===== src/rtl/regfile_bypass_sb.sv =====
// Parametrised integer register file: one write port, NUM_READ combinational read
// ports with optional write-to-read bypass, and a per-register busy scoreboard.
module regfile_bypass_sb #(
    parameter int          DATA_W   = 32,
    parameter int          DEPTH    = 32,
    parameter int          NUM_READ = 2,
    parameter int          SP_INDEX = 29,
    parameter logic [31:0] SP_INIT  = 32'h00000800,
    parameter bit          BYPASS   = 1'b1,
    localparam int         ADDR_W   = $clog2(DEPTH)
) (
    input  logic                         clk,
    input  logic                         reset,
    input  logic                         we,
    input  logic [ADDR_W-1:0]            waddr,
    input  logic [DATA_W-1:0]            wdata,
    input  logic                         rsv_en,
    input  logic [ADDR_W-1:0]            rsv_addr,
    input  logic [NUM_READ*ADDR_W-1:0]   raddr,
    output logic [NUM_READ*DATA_W-1:0]   rdata,
    output logic [NUM_READ-1:0]          rbusy,
    output logic [ADDR_W:0]              busy_cnt
);

    localparam logic [DATA_W-1:0] SP_INIT_W = DATA_W'(SP_INIT);

    // Register 0 is hardwired to zero, so storage starts at index 1.
    logic [DATA_W-1:0] regs_reg [1:DEPTH-1];
    logic [DEPTH-1:1]  busy_reg;
    logic [DEPTH-1:1]  busy_next;
    logic [ADDR_W:0]   busy_cnt_reg;
    logic [ADDR_W:0]   busy_cnt_next;
    logic [DEPTH-1:0]  busy_full;

    always_ff @(posedge clk or negedge reset) begin
        if (!reset) begin
            for (int r = 1; r < DEPTH; r++) begin
                regs_reg[r] <= (r == SP_INDEX) ? SP_INIT_W : '0;
            end
        end else if (we && (waddr != '0)) begin
            regs_reg[waddr] <= wdata;
        end
    end

    // A new reservation wins over a release of the same register: the new producer owns it.
    genvar gi;
    generate
        for (gi = 1; gi < DEPTH; gi++) begin : g_busy
            always_comb begin
                busy_next[gi] = busy_reg[gi];
                if (rsv_en && (rsv_addr == ADDR_W'(gi))) begin
                    busy_next[gi] = 1'b1;
                end else if (we && (waddr == ADDR_W'(gi))) begin
                    busy_next[gi] = 1'b0;
                end
            end
        end
    endgenerate

    always_comb begin
        busy_cnt_next = '0;
        for (int r = 1; r < DEPTH; r++) begin
            busy_cnt_next = busy_cnt_next + (ADDR_W+1)'(busy_next[r]);
        end
    end

    always_ff @(posedge clk or negedge reset) begin
        if (!reset) begin
            busy_reg     <= '0;
            busy_cnt_reg <= '0;
        end else begin
            busy_reg     <= busy_next;
            busy_cnt_reg <= busy_cnt_next;
        end
    end

    assign busy_full = {busy_reg, 1'b0};
    assign busy_cnt  = busy_cnt_reg;

    generate
        for (gi = 0; gi < NUM_READ; gi++) begin : g_read
            logic [ADDR_W-1:0] ra;
            logic              wr_hit;
            assign ra     = raddr[gi*ADDR_W +: ADDR_W];
            assign wr_hit = BYPASS && we && (waddr == ra);

            assign rdata[gi*DATA_W +: DATA_W] = (ra == '0) ? '0 :
                                                wr_hit     ? wdata :
                                                             regs_reg[ra];
            // A bypassed value is final, so the matching reader need not stall.
            assign rbusy[gi] = busy_full[ra] && !wr_hit;
        end
    endgenerate

endmodule

===== config.mk =====
export PLATFORM = sky130hd
export DESIGN_NAME = regfile_bypass_sb
export DESIGN_NICKNAME = d
export VERILOG_FILES = /design/src/rtl/regfile_bypass_sb.sv
export SDC_FILE = /design/constraint.sdc
export NUM_CORES = 2
export LEC_CHECK = 0
export BUFFER_PORTS_ARGS = -buffer_cell sky130_fd_sc_hd__buf_4
export CORE_UTILIZATION = 42
export DETAILED_ROUTE_END_ITERATION = 7
export GPL_TIMING_DRIVEN = 1
export HOLD_SLACK_MARGIN = 0.02
export PLACE_DENSITY = 0.68
export SYNTH_ARGS = -nofsm -noshare
export SYNTH_HDL_FRONTEND = slang
export SYNTH_SLANG_ARGS = --single-unit
export TNS_END_PERCENT = 30

===== constraint.sdc =====
create_clock -name clk -period 5.6 [get_ports clk]
set_input_delay 0.56 -clock clk [delete_from_list [all_inputs] [get_ports clk]]
set_output_delay 0.56 -clock clk [all_outputs]
set_load 0.01 [all_outputs]

==> key figures <==
Synthesis
  – Yosys warns: 0
  – Main combinational cell family by area after synthesis: multiplexers
  – Post-Synth Adder-Cell Area: 0.009691
  – Net Count, Synth: 3918
  – Top cell type's share of synthesized area: 0.4549
  – Cell taking the most area after synthesis: dfrtp_1
  – Compound-Gate Fraction of Synth Area: 0.05169
  – #FFs+latches synth: 1029
  – EDFF count, synth: 0
  – Area contributors post-synth: dfrtp_1 45%, mux2_2 21%, mux4_2 19%, clkbuf_1 1.2%, buf_2 1.2%
  – Gate Count Post-Synth: 3832
  – Synth Area in Simple Gates: 0.02617
  – Fraction of registers with async set/reset: 1.000
  – XOR/XNOR share of the synthesized area: 0.002013
  – Register area share after synthesis: 0.4554
  – Mux share of post-synthesis cell area: 0.4170
  – Distinct cells, synth: 63
  – Mean area per synthesized cell: 14.76 sq um
  – Primary FF master, synth: dfrtp_1
  – Synth Cell Area: 56550 sq um

Power
  – Total Power Consumption: 25.16 mW
  – P_sw: 7.437 mW
  – Sequential share of power: 0.399
  – Combinational Power Share: 0.298
  – Max VDD drop: 0.0007387 V
  – Clock network fraction of total power: 0.302
  – Int Pwr: 17.73 mW
  – Pwr/cell area: 397.0 nW/um^2
  – Switching part of the total: 0.2956
  – Lkg Pwr: 27.04 nW

Placed design
  – Worst slack at placement: -345.9 ps
  – Placed Cells: 5483
  – Cell Area, Placed: 59660 sq um
  – Hpwl dp: 101900 um
  – Gpl congestion: 0.8669
  – PortBufs: 127

Setup path
  – Worst path max stage delay: 550 ps
  – WP data arrival: 5810 ps
  – Critical path fanouts, max: 8
  – Worst path cell trace: buf_4 -> buf_4 -> nor3b_2 -> buf_4 -> nand2_2 -> a22oi_1 -> fa_1 -> inv_1 -> fa_1 -> fa_1 -> fa_1 -> inv_1 -> fa_1 -> fa_1 -> fa_2 -> fa_2 -> inv_1 -> a21o_1 -> a21oi_2 -> xnor2_1
  – Slowest CP cell: fa_1
  – Setup crit end kind: flip-flop
  – Most Frequent Cell on Critical Path: fa_1
  – Critical Path RT: 6170 ps
  – Crit Path Category: primary input to flip-flop
  – Critical Path Source Type: primary input

Hold path
  – Hold Crit Class: primary input to flip-flop

STA
  – Fin crit share: 0.9360
  – Period minus WS final: 5241 ps
  – Worst hold slack: 247.8 ps
  – Final setup vio count: 0
  – Final setup skew: 44.08 ps
  – Slew HR: 0.1097
  – Final WS setup: 358.6 ps
  – Worst slew pin tran: 1332 ps
  – Slew Limit Fails: 0
  – RSZ-0062 raised after global routing: no
  – Final Hold Viols: 0
  – Fmax: 190.8 MHz
  – Setup TNS: 0 ps

Cells and area
  – Finished Core Util: 0.4750
  – Final Cell Area: 63390 sq um
  – Max reg flops: 992
  – Layout cells sized above 1: 0.5325
  – FF/Latch Area: 25750 sq um
  – Most frequent cells in the layout: 1055 x mux2_2, 1028 x dfrtp_1, 484 x mux4_2, 262 x buf_4, 110 x clkbuf_16
  – Area occupied by multi-input gates: 28970 sq um
  – Commonest non-fill, non-tap cell in the layout: mux2_2
  – Area Growth Syn to Fin: 12.09%
  – Final Non-Filler Cells: 5685
  – Fill count: 11600
  – Layout net count: 3911

Floorplanning
  – Row cnt: 134
  – Die Wd: 368.9 um
  – Die height: 368.9 um
  – Core area: 133500 sq um
  – Ports: 128
  – Initial Utilization: 0.4237
  – Die area: 136100 sq um

Clock network
  – Num CTS Buffers: 107
  – Clock Pin Slew Worst Setup and Hold Paths: 60 ps
  – H-tree depth: 3
  – CTS sink cnt: 1029
  – CTS tree: built
  – # Post-CTS Setup Buffers: 0
  – Clock buffer depth: 3
  – Clk_lat worst skew: 730 ps
  – Clock root cell: clkbuf_16
  – Resize count post-CTS: 0

Routing
  – Routed via count: 37070
  – Final ANT Viol Nets: 0
  – Total Wirelength: 181100 um
  – WL/cell: 31.85 um
  – DR pass1 iterations: 5
  – DR DRC count: 0
  – Drt first-iter violations: 3806
  – Vias per inst: 6.520

Job
  – Maxcap violations: 0

Outcome
  – Status: finished, final reports clean

GRT
  – Total track usage: 0.2684
  – GRT overflow: 0
  – Number of global-route vias before repair: 38180
  – Largest net degree at the start of global routing: 151
  – First-pass GRT wire length: 267800 um
  – Initial antenna violation count: 11
critical path, delay by kind of cell:
kind	cells	cell delay, ps
adders and majority gates	8	3680
buffers and inverters	6	650
AOI/OAI and AO/OA	3	450
and+or+nand+nor	2	310
xor gates and xnor gates	1	120
synthesized netlist by cell type (all sizes together), types with 22 or more instances:
master / number
a211oi: 34
mux2i: 36
mux2: 1091
dfrtp: 1028
mux4: 484
o22ai: 42
nor2: 66
nand3: 26
a21oi: 27
o2111a: 25
nor2b: 52
buf: 221
o21ai: 55
clkbuf: 189
o31ai: 24
nand2: 119
o41ai: 22
a221o: 36
a221oi: 44
inv: 48
fa: 23
o21a: 25
repair_timing:
item	CTS	global route
setup endpoints to repair	0	0
hold endpoints to repair	104	0
hold buffers	1	0
per-layer routing:
metal / global-route usage / up-vias / wire length (um)
li1: - / 14790 / -
met3: 0.06123 / 378 / 15810
met4: 0.1061 / 6 / 7297
met2: 0.4180 / 1681 / 84500
met5: 0 / - / 36
met1: 0.3640 / 20210 / 73450
path summary, 6_finish.rpt:
check / end / cells after the start / slack [ps] / startpoint
min: busy_reg[19]$_DFF_PN0_ / 3 / 250 / rsv_addr[2]
min in group asynchronous: regs_reg[137]$_DFFE_PN0P_ / 2 / 540 / reset
max: busy_cnt[4]$_DFF_PN0_ / 20 / 360 / waddr[0]
min reg2reg: regs_reg[108]$_DFFE_PN0P_ / 1 / 510 / regs_reg[108]$_DFFE_PN0P_
max in group asynchronous: regs_reg[181]$_DFFE_PN0P_ / 3 / 3550 / reset
max reg2reg: busy_cnt[4]$_DFF_PN0_ / 17 / 460 / busy_reg[24]$_DFF_PN0_
kinds of logic (layout without fill, tap and decap cells):
logic type               count (synthesis)  count (layout)
AO/OA/AOI/OAI                          376             376
XOR/XNOR                                13              13
adder cells (fa/ha/maj)                 30              30
buffers and inverters                  458             538
flip-flops                            1029            1029
multiplexers                          1611            1611
other                                    0               5
AND/OR/NAND/NOR                        315             315
power groups by stage:
| stage | combinational, mW | clock, mW | sequential [mW] |
|---|---|---|---|
| global route | 8.40 | 7.99 | 10.2 |
| CTS | 7.61 | 7.69 | 10.0 |
| global placement | 7.40 | 0 | 10.0 |
| floorplan | 5.69 | 0 | 9.77 |
| finish | 7.51 | 7.61 | 10.0 |
| detailed placement | 7.60 | 0 | 10.1 |
layout make-up:
cell class                      instances  area share
Antenna cell                            5   0.0001974
Timing Repair Buffer                  294     0.04031
Tap cell                             1768     0.03490
Sequential cell                      1029      0.4062
Clock inverter                         34    0.007836
Multi-Input combinational cell       2345      0.4570
Inverter                               48    0.002921
Clock buffer                          162     0.05061
No activity file was read; power rests on OpenSTA's default activity.
